## src/rtl/mem_ctrl_pkg.sv

```systemverilog
// Shared size codes, FSM state encoding and size decode for the byte-serial
// memory controller.
package mem_ctrl_pkg;

  localparam logic [1:0] M_NONE = 2'b00;
  localparam logic [1:0] M_BYTE = 2'b01;
  localparam logic [1:0] M_HALF = 2'b10;
  localparam logic [1:0] M_WORD = 2'b11;

  typedef enum logic [2:0] {
    ST_IDLE   = 3'd0,
    ST_D_RD   = 3'd1,
    ST_D_WR   = 3'd2,
    ST_I_RD   = 3'd3,
    ST_D_DONE = 3'd4,
    ST_I_DONE = 3'd5
  } state_e;

  function automatic logic [2:0] size_bytes(input logic [1:0] size);
    case (size)
      M_BYTE:  return 3'd1;
      M_HALF:  return 3'd2;
      M_WORD:  return 3'd4;
      default: return 3'd0;
    endcase
  endfunction

endpackage

```

## src/rtl/mem_load_ext.sv

```systemverilog
// Sign/zero extension of the little-endian bytes assembled by a load.
module mem_load_ext
  import mem_ctrl_pkg::*;
(
  input  logic [31:0] bytes_i,
  input  logic [1:0]  size_i,
  input  logic        sign_i,
  output logic [31:0] data_o
);

  always_comb begin
    case (size_i)
      M_BYTE:  data_o = {{24{sign_i & bytes_i[7]}}, bytes_i[7:0]};
      M_HALF:  data_o = {{16{sign_i & bytes_i[15]}}, bytes_i[15:0]};
      default: data_o = bytes_i;
    endcase
  end

endmodule

```

## src/rtl/mem_ctrl.sv

```systemverilog
// Arbitrates the byte-wide RAM port between instruction fetch and the MEM
// stage, sequencing word/half/byte accesses as byte-serial RAM cycles.
module mem_ctrl
  import mem_ctrl_pkg::*;
#(
  parameter int ADDR_W = 32
) (
  input  logic              clk,
  input  logic              rst,
  input  logic              rdy,
  input  logic              if_re_i,
  input  logic [ADDR_W-1:0] if_addr_i,
  input  logic              if_cancel_i,
  output logic              if_busy_o,
  output logic [31:0]       if_data_o,
  output logic              if_done_o,
  input  logic [1:0]        mre_i,
  input  logic              mrsign_i,
  input  logic [1:0]        mwe_i,
  input  logic [31:0]       mwdata_i,
  input  logic [ADDR_W-1:0] ma_i,
  output logic              mem_busy_o,
  output logic [31:0]       mem_data_o,
  output logic              mem_done_o,
  output logic [ADDR_W-1:0] ram_a,
  output logic [7:0]        ram_dout,
  output logic              ram_wr,
  input  logic [7:0]        ram_din
);

  state_e            state_q, state_d;
  logic [2:0]        k_q, k_d;
  // dv_q: ram_din this cycle belongs to byte k-1 (cleared when a capture edge is frozen)
  logic              dv_q, dv_d;
  logic [ADDR_W-1:0] addr_q, addr_d;
  logic [1:0]        size_q, size_d;
  logic              sign_q, sign_d;
  logic [31:0]       wdata_q, wdata_d;
  logic [31:0]       rdata_q, rdata_d;

  logic [2:0]  nbytes;
  logic        is_rd;
  logic [2:0]  ra_idx;
  logic [1:0]  lane;
  logic [31:0] ext_data;

  mem_load_ext u_load_ext (
    .bytes_i (rdata_q),
    .size_i  (size_q),
    .sign_i  (sign_q),
    .data_o  (ext_data)
  );

  always_comb begin
    nbytes   = size_bytes(size_q);
    is_rd    = (state_q == ST_D_RD) || (state_q == ST_I_RD);
    ra_idx   = (is_rd && !dv_q && rdy) ? k_q - 3'd1 : k_q;
    lane     = 2'(k_q - 3'd1);
    ram_a    = '0;
    ram_dout = '0;
    ram_wr   = 1'b0;
    if (is_rd || state_q == ST_D_WR) ram_a = addr_q + ADDR_W'(ra_idx);
    if (state_q == ST_D_WR) begin
      ram_wr   = rdy;
      ram_dout = wdata_q[{k_q[1:0], 3'b000} +: 8];
    end

    mem_done_o = (state_q == ST_D_DONE);
    mem_data_o = mem_done_o ? ext_data : '0;
    if_done_o  = (state_q == ST_I_DONE) && !if_cancel_i;
    if_data_o  = if_done_o ? rdata_q : '0;
    if_busy_o  = if_re_i && !if_done_o;
    mem_busy_o = ((mre_i != M_NONE) || (mwe_i != M_NONE)) && !mem_done_o;
  end

  always_comb begin
    state_d = state_q;
    k_d     = k_q;
    dv_d    = dv_q;
    addr_d  = addr_q;
    size_d  = size_q;
    sign_d  = sign_q;
    wdata_d = wdata_q;
    rdata_d = rdata_q;
    case (state_q)
      ST_IDLE: begin
        if (rdy && (mwe_i != M_NONE || mre_i != M_NONE || (if_re_i && !if_cancel_i))) begin
          k_d     = '0;
          dv_d    = 1'b1;
          rdata_d = '0;
          if (mwe_i != M_NONE) begin
            state_d = ST_D_WR;
            size_d  = mwe_i;
            addr_d  = ma_i;
            wdata_d = mwdata_i;
          end else if (mre_i != M_NONE) begin
            state_d = ST_D_RD;
            size_d  = mre_i;
            sign_d  = mrsign_i;
            addr_d  = ma_i;
          end else begin
            state_d = ST_I_RD;
            size_d  = M_WORD;
            sign_d  = 1'b0;
            addr_d  = if_addr_i;
          end
        end
      end
      ST_D_RD, ST_I_RD: begin
        if (!rdy) begin
          if (k_q != 3'd0) dv_d = 1'b0;
        end else if (state_q == ST_I_RD && if_cancel_i) begin
          state_d = ST_IDLE;
        end else if (!dv_q) begin
          dv_d = 1'b1;
        end else begin
          if (k_q != 3'd0) rdata_d[{lane, 3'b000} +: 8] = ram_din;
          if (k_q == nbytes) state_d = (state_q == ST_D_RD) ? ST_D_DONE : ST_I_DONE;
          else k_d = k_q + 3'd1;
        end
      end
      ST_D_WR: begin
        if (rdy) begin
          if (k_q == nbytes - 3'd1) state_d = ST_D_DONE;
          else k_d = k_q + 3'd1;
        end
      end
      ST_D_DONE, ST_I_DONE: begin
        if (rdy) state_d = ST_IDLE;
      end
      default: state_d = ST_IDLE;
    endcase
  end

  always_ff @(posedge clk or negedge rst) begin
    if (!rst) begin
      state_q <= ST_IDLE;
      k_q     <= '0;
      dv_q    <= 1'b0;
    end else begin
      state_q <= state_d;
      k_q     <= k_d;
      dv_q    <= dv_d;
    end
  end

  always_ff @(posedge clk) begin
    addr_q  <= addr_d;
    size_q  <= size_d;
    sign_q  <= sign_d;
    wdata_q <= wdata_d;
    rdata_q <= rdata_d;
  end

endmodule

```

## config.mk

```make
export PLATFORM = sky130hd
export DESIGN_NAME = mem_ctrl
export DESIGN_NICKNAME = d
export VERILOG_FILES = /design/src/rtl/mem_ctrl_pkg.sv /design/src/rtl/mem_load_ext.sv /design/src/rtl/mem_ctrl.sv
export SDC_FILE = /design/constraint.sdc
export NUM_CORES = 1
export LEC_CHECK = 0
export CORE_MARGIN = 2
export CORE_UTILIZATION = 40
export CTS_BUF_LIST = sky130_fd_sc_hd__clkbuf_4
export DETAILED_ROUTE_END_ITERATION = 6
export PLACE_DENSITY = 0.72
export SYNTH_ARGS = -nofsm -noshare
export SYNTH_HDL_FRONTEND = slang
export SYNTH_SLANG_ARGS = --single-unit
```

## constraint.sdc

```tcl
create_clock -name clk -period 10.9 [get_ports clk]
set_clock_uncertainty 0.15 [all_clocks]
set_input_delay 1.09 -clock clk [delete_from_list [all_inputs] [get_ports clk]]
set_output_delay 1.09 -clock clk [all_outputs]
set_load 0.01 [all_outputs]
```

## Word level (Yosys, flattened, before mapping)

Cells that the tools add are included.

- Bitwise logic cells: 3
- Reductions and logical operators: 31
- Equal/unequal tests: 24
- Muxes and demuxes: 44
- Add/subtract/negate cells: 5
- Shift operators: 3

Operators with widths:

| cell | count |
|---|---|
| 2-to-1 mux 32 bit | 10 |
| one-hot mux 32 bit (2 select lines) | 2 |
| 2-to-1 mux 3 bit | 16 |
| adder 32 x 3 -> 32 bit | 1 |
| bitwise mux 32 bit | 1 |
| variable shift 8 x 7 -> 32 bit, first input constant | 1 |
| indexed part select 32 x 6 -> 8 bit | 1 |
| indexed part select 8 x 7 -> 32 bit | 1 |
| inequality test 2 bit, second input constant | 9 |
| one-hot mux 3 bit (3 select lines) | 2 |
| inequality test 3 bit, second input constant | 4 |
| one-hot mux 3 bit (4 select lines) | 1 |
| logical AND 1 bit | 8 |
| 2-to-1 mux 2 bit | 4 |
| 2-to-1 mux 8 bit | 1 |
| AND reduction 8 bit | 1 |
| negator 5 -> 7 bit | 1 |
| AND reduction 7 bit | 1 |
| equality test 3 x 2 -> 1 bit, second input constant | 2 |
| equality test 3 bit | 2 |
| equality test 3 bit, second input constant | 2 |
| 2-to-1 mux 1 bit | 6 |
| AND reduction 3 bit | 2 |
| AND reduction 6 bit | 1 |
| other kinds (17) | 30 |

- Input bits: 114
- Output and inout port bits: 109
- Flip-flop bits (word level): 106
- Word-level logic and storage cells: 118

## Depth between registers and ports, before layout

Gate-level depths: netlist (run 1).

- Depth after elaboration: 9
- Gate-level depth with buffers: 13

## Cells and area by module

Synthesis (run 1) repeated with hierarchy kept, for this count alone.

- Cells, all modules: 651
- Area total of the unflattened synthesis: 6752.7 µm²

By module, submodules not included:

| module | seq. area each (µm²) | times used | area each (µm²) | cells each |
|---|---|---|---|---|
| mem_ctrl | 3148.0 | 1 | 6372.4 | 589 |
| mem_load_ext | 0.0 | 1 | 380.4 | 62 |

## Least setup slack after synthesis (run 1)

No wires, ideal clock.

- Path kind: input-to-reg
- From: input port rdy
- To: register wdata_q[0], enable pin
- Data arrival time: 4.739 ns
- Cell stages on the path: 3
- Slack: 5.498 ns
- Buffers on the path: 1
- Cell sequence: buf_2 > inv_1 > nor4b_1

- Cells in the longest elaborated chain, start to end: 2

RTL lines:

| item | RTL line | source |
|---|---|---|
| start, declared | mem_ctrl.sv:10 | `input logic rdy,` |
| logical AND 1 bit | mem_ctrl.sv:87 | `if (rdy && (mwe_i != M_NONE \|\| mre_i != M_NONE \|\| (if_re_i && !if_cancel_i))) begin` |
| AND reduction 3 bit (no source line) | - |  |
| end signal, assigned | mem_ctrl.sv:151 | `wdata_q <= wdata_d;` |
| end, declared | mem_ctrl.sv:38 | `logic [31:0] wdata_q, wdata_d;` |

No other way between the ends.
A chain may end at the register's enable or synchronous reset.

## Worst setup path in the final report (run 1)

- From: input port rdy
- To: output port ram_a[31]

- Cells in the longest elaborated chain, start to end: 4

RTL lines:

| item | RTL line | source |
|---|---|---|
| logical AND 1 bit | mem_ctrl.sv:57 | `ra_idx = (is_rd && !dv_q && rdy) ? k_q - 3'd1 : k_q;` |
| 2-to-1 mux 3 bit | mem_ctrl.sv:57 |  |
| adder 32 x 3 -> 32 bit | mem_ctrl.sv:62 | `if (is_rd \|\| state_q == ST_D_WR) ram_a = addr_q + ADDR_W'(ra_idx);` |
| 2-to-1 mux 32 bit | mem_ctrl.sv:62 |  |
| end, declared | mem_ctrl.sv:25 | `output logic [ADDR_W-1:0] ram_a,` |

No other way between the ends.

==> key figures, run 1 <==
GRT
  • Total global routing overflow: 0
  • First-pass GRT wire length: 27.5 mm
  • Vias in the first global route: 5253
  • Largest net degree at the start of global routing: 36
  • GRT Total Usage: 0.208
  • Initial antenna violation count: 1

Critical path
  • Worst Path Arrival: 4.87 ns
  • Worst Setup EP: ram_a[31]
  • CP startpoint: rdy
  • R2R Setup Slk: 7.42 ns
  • Reg2Reg Depth: 6
  • Critical R2R Launch: k_q[0]
  • CP Capture Type: primary output
  • Startpoint Class: input pin
  • Critical path class: in2out
  • Reg2Reg Capture Point: rdata_q[12]
  • Data required time of the critical path: 9.66 ns
  • CP max FO: 15

Final layout
  • Layout cells sized above 1: 0.0967
  • Fin nets: 953
  • Final Util: 0.568
  • Area delta synth->final: 39.4%

Logic synthesis
  • Synth Area in Simple Gates: 0.245
  • Mean post-synth cell area: ~10 um^2
  • Multiplexer share of the synthesized area: 0.0838
  • Dominant cell type by area after synthesis: edfxtp_1
  • Synth Area in XOR/XNOR: 0.0489
  • Largest family of logic cells by synthesized area: simple AND/OR/NAND/NOR gates
  • Ys flop type: edfxtp_1
  • Share of the synthesized area in the top cell type: 0.461
  • Post-synth cell types: 48
  • Async SR Flop Fraction: 0.0660
  • Compound-Gate Fraction of Synth Area: 0.0663
  • Post-synth EDFFs: 99
  • Sequential fraction of the synthesis area: 0.488
  • Area contributors post-synth: edfxtp_1 (46%), mux2_2 (5.6%), nor2_1 (4.9%)
  • Flops & latches, synth: roughly 110
  • Post-synthesis net count: 750
  • Adder-cell area share of the yosys netlist: 0.0341
  • YS warnings: 0
  • Mapped Cells: about 620
  • Mapped cell area: approximately 6400 um^2

Timing
  • F_max: 164 MHz
  • Setup violators final: 0
  • Hold Slack: between 0.4 and 0.5 ns
  • Max-slew violation count: 0
  • Min Tclk post-route: between 6 and 7 ns
  • RSZ-0062 raised after global routing: no
  • Final Hold Fails: 0
  • Max_slew headroom: 0.261
  • Tcrit/Tclk final: 0.560
  • Setup TNS Final: 0 ns
  • Worst-margin pin slew: about 1.1 ns

Drt
  • DRC Markers: 0
  • First DRT Iteration DRCs: 441
  • Vias: between 5000 and 6000
  • Routed WL per cell: 17.2 um
  • WL final: 18.0 mm
  • DR pass1 iterations: 5
  • DRT antenna net count: 0
  • Via density: approximately 5.2

CTS
  • CTS Sinks: approximately 110
  • CTS Buf Count: 9
  • CTS resizes: 0
  • CTS tree: done
  • Hold Buf Count CTS: 0
  • CTS Root Cell: clkbuf_4
  • Clk buf depth: 2
  • H-tree depth: 3
  • Clock transition at the registers of the reported paths: 0.16 ns
  • Clock insertion delay at the later pin of the skew report: approximately 0.5 ns
  • Setup Fix Bufs, Post-CTS: 0

Die
  • Core Rows: 46
  • Chip height: between 100 and 150 um
  • Die Outline Area: 17200 um^2
  • Initial Util: 0.408
  • Die Span X: roughly 130 um
  • Ports: 223
  • Core area: approximately 16000 um^2

Job
  • MaxCap Viol Count: 0

Power and ir drop
  • IR drop worst, VDD: 0.137 mV
  • Leakage: ~0.0032 uW
  • Power per cell area: 187 nW/um^2

Placement
  • Gpl congestion: a little over 0.8
  • IO buf count: 222
  • Post-DP HPWL: between 10 and 15 mm

Worst hold path
  • HP Class: reg2reg
  • Hold wc startpoint: dv_q

Run status
  • Status: finished, final reports clean
-- cell families (layout without fill, tap and decap cells) --
logic type | after synthesis | count (layout)
buffers and inverters | 53 | 261
muxes | 40 | 40
AOI/OAI and AO/OA | 75 | 75
xor gates and xnor gates | 36 | 36
DFF | 106 | 106
adders and majority gates | 17 | 17
other | 0 | 1
and+or+nand+nor | 292 | 292
-- cell usage in the layout, fill, tap and decap left out, types with 3 or more instances in the layout --
cell type and count:
mux4_2 8, dfrtp_1 7, edfxtp_1 99, nand2b_1 20, clkbuf_4 10, xnor2_1 9
nand2_1 28, o21ai_0 7, xor2_1 27, and4_1 4, a21oi_1 50, nor2b_1 29
o2bb2ai_1 3, nand3_1 24, ha_1 16, inv_6 3, nand4_1 21, nor3_1 5
and2_1 35, and3_1 21, clkdlybuf4s50_1 222, buf_4 6, nor2_2 5, inv_1 15
nor3_2 3, mux2_2 32, nor2_1 84
-- worst min path at each step --
| stage | endpoint | cells past startpoint |
|---|---|---|
| after detailed placement | dv_q | 2 |
| after floorplan | dv_q | 2 |
| after global routing | dv_q | 2 |
| after CTS | dv_q | 2 |
| final | dv_q | 2 |
| after global placement | dv_q | 2 |
-- worst max-delay path, cell delays in order --
cell             delay (ns)
clkdlybuf4s50_1        0.64
inv_1                  0.17
nor3_2                 0.32
nand2_1                0.11
xnor2_1                0.13
ha_1                   0.35
nand2_1                0.07
o21ai_1                0.85
nand4_1                0.28
xor2_1                 0.23
nor2_2                 0.08
clkdlybuf4s50_1        0.54
-- cells in the mapped netlist (all sizes together), types with 17 or more instances --
master / count
edfxtp: 99
nor2: 90
a21oi: 51
and2: 35
mux2: 32
nor2b: 29
nand2: 28
xor2: 27
nand3: 24
clkbuf: 23
and3: 22
nand4: 22
nand2b: 20
inv: 17
-- layer usage --
metal,vias to the layer above,GRT usage,wire length [um]
met5,-,0,0
met4,0,0.0538,348
met3,25,0.0505,1110
met2,189,0.363,9200
met1,2618,0.260,7310
li1,2604,-,-
-- registers in the layout (all words and copies together) (netlist names) --
signal and flops:
size_q 2, state_q 3, rdata_q 32, addr_q 32, sign_q 1, k_q 3, wdata_q 32, dv_q 1
-- report_power, final --
group | leakage (uW) | internal (uW) | total (uW) | switching [uW]
Sequential | 0.00102 | 568 | 669 | 100
Clock | 0.0000739 | 54.5 | 197 | 142
Combinational | 0.00210 | 375 | 817 | 442
-- through the flow --
step,instance area (um^2),setup WS [ns],instances,power [uW]
after global routing,8990,4.56,1044,1790
after floorplan,6450,5.50,619,1140
after global placement,8860,5.05,1027,1470
after CTS,8990,4.86,1043,1690
after detailed placement,8860,4.87,1027,1490
final,8990,4.79,1044,1680
-- final cells by class --
class | instances | area [um^2]
clock buffers | 10 | 75.1
well taps | 216 | 270
repair buffers | 228 | 2270
flip-flops and latches | 106 | 3150
fillers | 1340 | 6840
diodes | 1 | 2.50
clock inverters | 6 | 55.1
multi-input cells | 460 | 3110
inverters | 17 | 63.8
Power figures use the tool's default switching activity.
==> run 2: changes to the inputs <==
clock period = 5.9 ns   (was 10.9 ns; I/O delays follow)
==> run 2 against run 1 <==
Against the previous run:
- via count fell by 0.31%
- flip-flop and latch count unchanged
- critical path type is now reg2out
- sequential share of layout area about the same
- die area stayed put
- non-clock buffer count grew 1
- clock power grew 79%
- utilization barely moved
- first-iteration DRC count up 3.2%
- register-to-register slack got worse by 5.0 ns
- setup slack worse by 3.9 ns
==> key figures, run 2 (same netlist as run 1, synthesis figures left out) <==
CTS
  • CTS tree: done
  • Clk buf depth: 2
  • CTS Root Cell: clkbuf_4
  • Setup Fix Bufs, Post-CTS: 0
  • Clock insertion delay at the later pin of the skew report: a little under 0.5 ns
  • Clock transition at the registers of the reported paths: 0.18 ns
  • H-tree depth: 3
  • CTS Buf Count: 9
  • Hold Buf Count CTS: 0
  • CTS resizes: 0
  • CTS Sinks: between 100 and 150

GRT
  • Vias in the first global route: 5242
  • Total global routing overflow: 0
  • Initial antenna violation count: 1
  • GRT Total Usage: 0.204
  • First-pass GRT wire length: 26.9 mm
  • Largest net degree at the start of global routing: 35

Timing
  • RSZ-0062 raised after global routing: no
  • Setup violators final: 0
  • Min Tclk post-route: about 5 ns
  • Max_slew headroom: 0.311
  • Tcrit/Tclk final: 0.845
  • Worst-margin pin slew: 1.03 ns
  • Max-slew violation count: 0
  • F_max: between 200 and 250 MHz
  • Final Hold Fails: 0
  • Setup TNS Final: 0 ns

Drt
  • DRC Markers: 0
  • Routed WL per cell: 16.9 um
  • First DRT Iteration DRCs: 455
  • Vias: 5419
  • Via density: 5.19
  • DR pass1 iterations: 5
  • WL final: 17.6 mm
  • DRT antenna net count: 0

Critical path
  • Reg2Reg Capture Point: rdata_q[5]
  • CP max-delay cell: dfrtp_1
  • Data required time of the critical path: about 5.2 ns
  • Critical R2R Launch: k_q[0]
  • Worst Path Arrival: 4.25 ns
  • Startpoint Class: flip-flop
  • Crit path largest cell delay: 0.88 ns
  • Reg2Reg Depth: 6
  • Crit-path cells: inv_2, ha_1, a21oi_1, fa_1, a21o_1, and4_1, nand4_1, xor2_1, nor2_1, clkdlybuf4s50_1
  • Critical path class: reg2out
  • R2R Setup Slk: between 2 and 2.5 ns
  • CP Capture Type: primary output
  • CP max FO: 15

Die
  • Initial Util: 0.408
  • Core area: 15800 um^2
  • Ports: between 200 and 250
  • Die Outline Area: 17200 um^2
  • Core Rows: 46
  • Die Span X: 131 um
  • Chip height: 131 um

Placement
  • Post-DP HPWL: roughly 13 mm
  • IO buf count: 222
  • Gpl congestion: 0.874

Worst hold path
  • HP Class: in2async

Job
  • MaxCap Viol Count: 0

Final layout
  • Area delta synth->final: 39.5%
  • Most common cell after layout, fill and taps aside: clkdlybuf4s50_1
  • Layout cells sized above 1: 0.0966
  • Commonest non-fill, non-tap cells in the layout: clkdlybuf4s50_1 (222), edfxtp_1 (99), nor2_1 (84), a21oi_1 (50), and2_1 (35)
  • Biggest regs: addr_q: 32 flops, rdata_q: 32 flops, wdata_q: 32 flops
  • Fin nets: 954

Power and ir drop
  • Leakage: 0.00319 uW
  • Final Power: 3100 uW
  • IR drop worst, VDD: ~0.21 mV
  • Power per cell area: approximately 350 nW/um^2

Run status
  • Status: finished, final reports clean
[run 2: cell types whose count changed in the layout (fill, tap and decap cells not counted), sizes merged]
cell	change
buf	+1
clkbuf	-1
clkinvlp	+1
[run 2: stage by stage]
step | util | std cells | worst slack [ns] | hold slack [ns] | area, um^2
6_report | 0.568 | 1045 | 0.914 | 0.184 | 8990
5_1_grt | 0.568 | 1045 | 0.548 | 0.154 | 8990
4_1_cts | 0.568 | 1044 | 0.844 | 0.146 | 8990
3_5_place_dp | 0.560 | 1028 | 1.17 | 0.454 | 8870
3_3_place_gp | 0.560 | 1028 | 1.29 | 0.434 | 8870
2_1_floorplan | - | 619 | 0.998 | 0.144 | 6450
[run 2: how the worst max path moves through the flow]
| stage | startpoint | endpoint | slack (ns) | cells past startpoint |
|---|---|---|---|---|
| 2_1_floorplan | rdy | wdata_q[0] | 1.0 | 3 |
| 3_3_place_gp | rdy | ram_a[16] | 1.29 | 12 |
| 3_5_place_dp | rdy | ram_a[16] | 1.17 | 12 |
| 4_1_cts | k_q[0] | ram_a[16] | 0.84 | 10 |
| 5_1_grt | k_q[0] | ram_a[16] | 0.55 | 10 |
| 6_report | k_q[0] | ram_a[16] | 0.91 | 10 |
[run 2: power breakdown]
group / switching [uW] / internal (uW)
logic: 820 / 696
clock network: 259 / 93.6
registers: 186 / 1050
total: 1260 / 1840
[run 2: final cells by class]
| type | instances | area [um^2] |
|---|---|---|
| Fill cell | 1299 | 6830 |
| Sequential cell | 106 | 3150 |
| Multi-Input combinational cell | 460 | 3110 |
| Timing Repair Buffer | 229 | 2270 |
| Tap cell | 216 | 270 |
| Clock buffer | 9 | 67.6 |
| Inverter | 17 | 63.8 |
| Clock inverter | 7 | 57.6 |
| Antenna cell | 1 | 2.50 |
[run 2: worst max-delay path, delay by kind of cell (launching register included)]
family | cells | cell delay (ns)
flip-flops | 1 | 0.88
buffers and inverters | 2 | 0.80
AND/OR/NAND/NOR | 3 | 0.79
adder cells (fa/ha/maj) | 2 | 0.67
AO/OA/AOI/OAI | 2 | 0.42
XOR/XNOR | 1 | 0.18
[run 2: metal layers]
metal  wire length (um)  vias up  track usage
li1                   -     2600            -
met1               7260     2584        0.253
met2               8930      209        0.355
met3               1050       26       0.0391
met4                408        0       0.0726
met5                  0        -            0
==> run 3: changes to the inputs <==
PLACE_DENSITY = 0.75   (was 0.72)
clock period = 4.3 ns   (was 5.9 ns; I/O delays follow)
==> run 3 against run 2 <==
Against the previous run:
- final cell count is 0.77% higher
- combinational power is 45% higher
- flip-flop and latch count stayed put
- sequential power is 30% higher
- register-to-register slack worse by 0.57 ns
- via count is 1.5% lower
- utilization is 0.76 points higher
==> key figures, run 3 (same netlist as run 1, synthesis figures left out) <==
Run status
  • Status: finished, final reports clean

Final layout
  • Sequential cell area: 3150 um^2
  • Commonest non-fill, non-tap cells in the layout: clkdlybuf4s50_1 (222), edfxtp_1 (99), nor2_1 (83), a21oi_1 (50), and2_1 (35)
  • Fin nets: 962
  • Layout cells sized above 1: 0.108
  • Fill count: 1440
  • Biggest regs: addr_q: 32 flops, rdata_q: 32 flops, wdata_q: 32 flops
  • Area of the multi-input gates: 3130 um^2
  • Most common cell after layout, fill and taps aside: clkdlybuf4s50_1
  • Area delta synth->final: 41.3%

Critical path
  • Data required time of the critical path: 3.72 ns
  • R2R Setup Slk: 1.87 ns
  • Reg2Reg Capture Point: k_q[2]
  • Reg2Reg Depth: 7
  • Worst Path Arrival: 3.45 ns
  • Critical path class: reg2out
  • CP Capture Type: primary output
  • Critical R2R Launch: size_q[0]
  • Startpoint Class: flip-flop
  • CP max FO: 11

Drt
  • DRC Markers: 0
  • Routed WL per cell: between 15 and 20 um
  • WL final: between 15 and 20 mm
  • Via density: ~5
  • First DRT Iteration DRCs: 428
  • DR pass1 iterations: 7
  • Vias: around 5300
  • DRT antenna net count: 0

Timing
  • Hold Slack: 0.326 ns
  • Min Tclk post-route: 4.03 ns
  • Tcrit/Tclk final: 0.937
  • RSZ-0062 raised after global routing: no
  • Max_slew headroom: 0.331
  • F_max: about 250 MHz
  • Setup TNS Final: 0 ns
  • Final Hold Fails: 0
  • Worst-margin pin slew: between 1 and 1.5 ns
  • Max-slew violation count: 0
  • Setup violators final: 0

Job
  • MaxCap Viol Count: 0

CTS
  • Setup Fix Bufs, Post-CTS: 0
  • CTS Buf Count: 9
  • CTS Root Cell: clkbuf_4
  • CTS Sinks: 106
  • H-tree depth: 3
  • CTS tree: done
  • Clk buf depth: 2
  • Clock insertion delay at the later pin of the skew report: 0.50 ns
  • Clock transition at the registers of the reported paths: 0.19 ns

Power and ir drop
  • Leakage: 0.00326 uW
  • Power per cell area: 481 nW/um^2
  • IR drop worst, VDD: 0.345 mV

Die
  • Die Span X: 131 um
  • Ports: ~220
  • Core area: roughly 16000 um^2
  • Chip height: 131 um
  • Core Rows: 46
  • Initial Util: 0.408
  • Die Outline Area: 17200 um^2

GRT
  • Total global routing overflow: 0
  • Initial antenna violation count: 1
  • GRT Total Usage: 0.207
  • Largest net degree at the start of global routing: 35
  • Vias in the first global route: 5026
  • First-pass GRT wire length: 27.1 mm

Placement
  • Post-DP HPWL: 13.2 mm
  • Gpl congestion: between 0.8 and 0.9
  • IO buf count: 222

Worst hold path
  • Hold depth: 1
  • Hold endpoint: wdata_q[17]
  • HP Class: in2reg
  • Hold wc startpoint: mwdata_i[17]
run 3: worst max-delay path, cell delays in order (launching register included):
cell,delay [ns]
dfrtp_1,0.42
inv_2,0.16
ha_1,0.31
a21oi_1,0.25
fa_1,0.27
a21o_1,0.19
and4_4,0.33
nand3_1,0.13
xor2_1,0.17
nor2_1,0.14
clkdlybuf4s50_1,0.57
run 3: area by class of cell:
type	instances	area share
Tap cell	216	0.0296
Inverter	17	0.00700
Sequential cell	106	0.345
Timing Repair Buffer	237	0.256
Clock buffer	9	0.00741
Antenna cell	1	0.000275
Multi-Input combinational cell	460	0.343
Clock inverter	7	0.0104
run 3: what timing repair did:
item | 4_1_cts | 5_1_grt
hold buffers | 1 | 0
hold endpoints to repair | 3 | 0
resized for setup | 0 | 3
endpoints found under the setup margin | 0 | 10
run 3: how the worst max path moves through the flow:
| stage | startpoint | cells past startpoint | endpoint |
|---|---|---|---|
| after floorplan | k_q[1] | 7 | rdata_q[0] |
| after global placement | rdy | 12 | ram_a[16] |
| after detailed placement | rdy | 12 | ram_a[12] |
| after CTS | state_q[2] | 11 | ram_a[12] |
| after global routing | k_q[0] | 10 | ram_a[12] |
| final | k_q[0] | 10 | ram_a[12] |
run 3: metal layers:
layer / up-vias / wire length [um] / track usage
li1: 2622 / - / -
met3: 21 / 1250 / 0.0586
met2: 183 / 8940 / 0.357
met1: 2511 / 7260 / 0.257
met5: - / 0 / 0
met4: 0 / 327 / 0.0532
run 3: stage by stage:
stage	power (uW)	util	area, um^2	setup WS [ns]	instances
after floorplan	2890	-	6460	0.515	619
after global placement	3800	0.564	8930	0.247	1035
after detailed placement	3830	0.564	8930	0.153	1035
after CTS	4410	0.575	9100	0.0573	1052
after global routing	4680	0.576	9110	0.0318	1053
final	4390	0.576	9110	0.273	1053
run 3: power by group:
part / internal (uW) / switching [uW]
Sequential: 1440 / 171
Combinational: 986 / 1220
Clock: 196 / 376
Total: 2620 / 1760
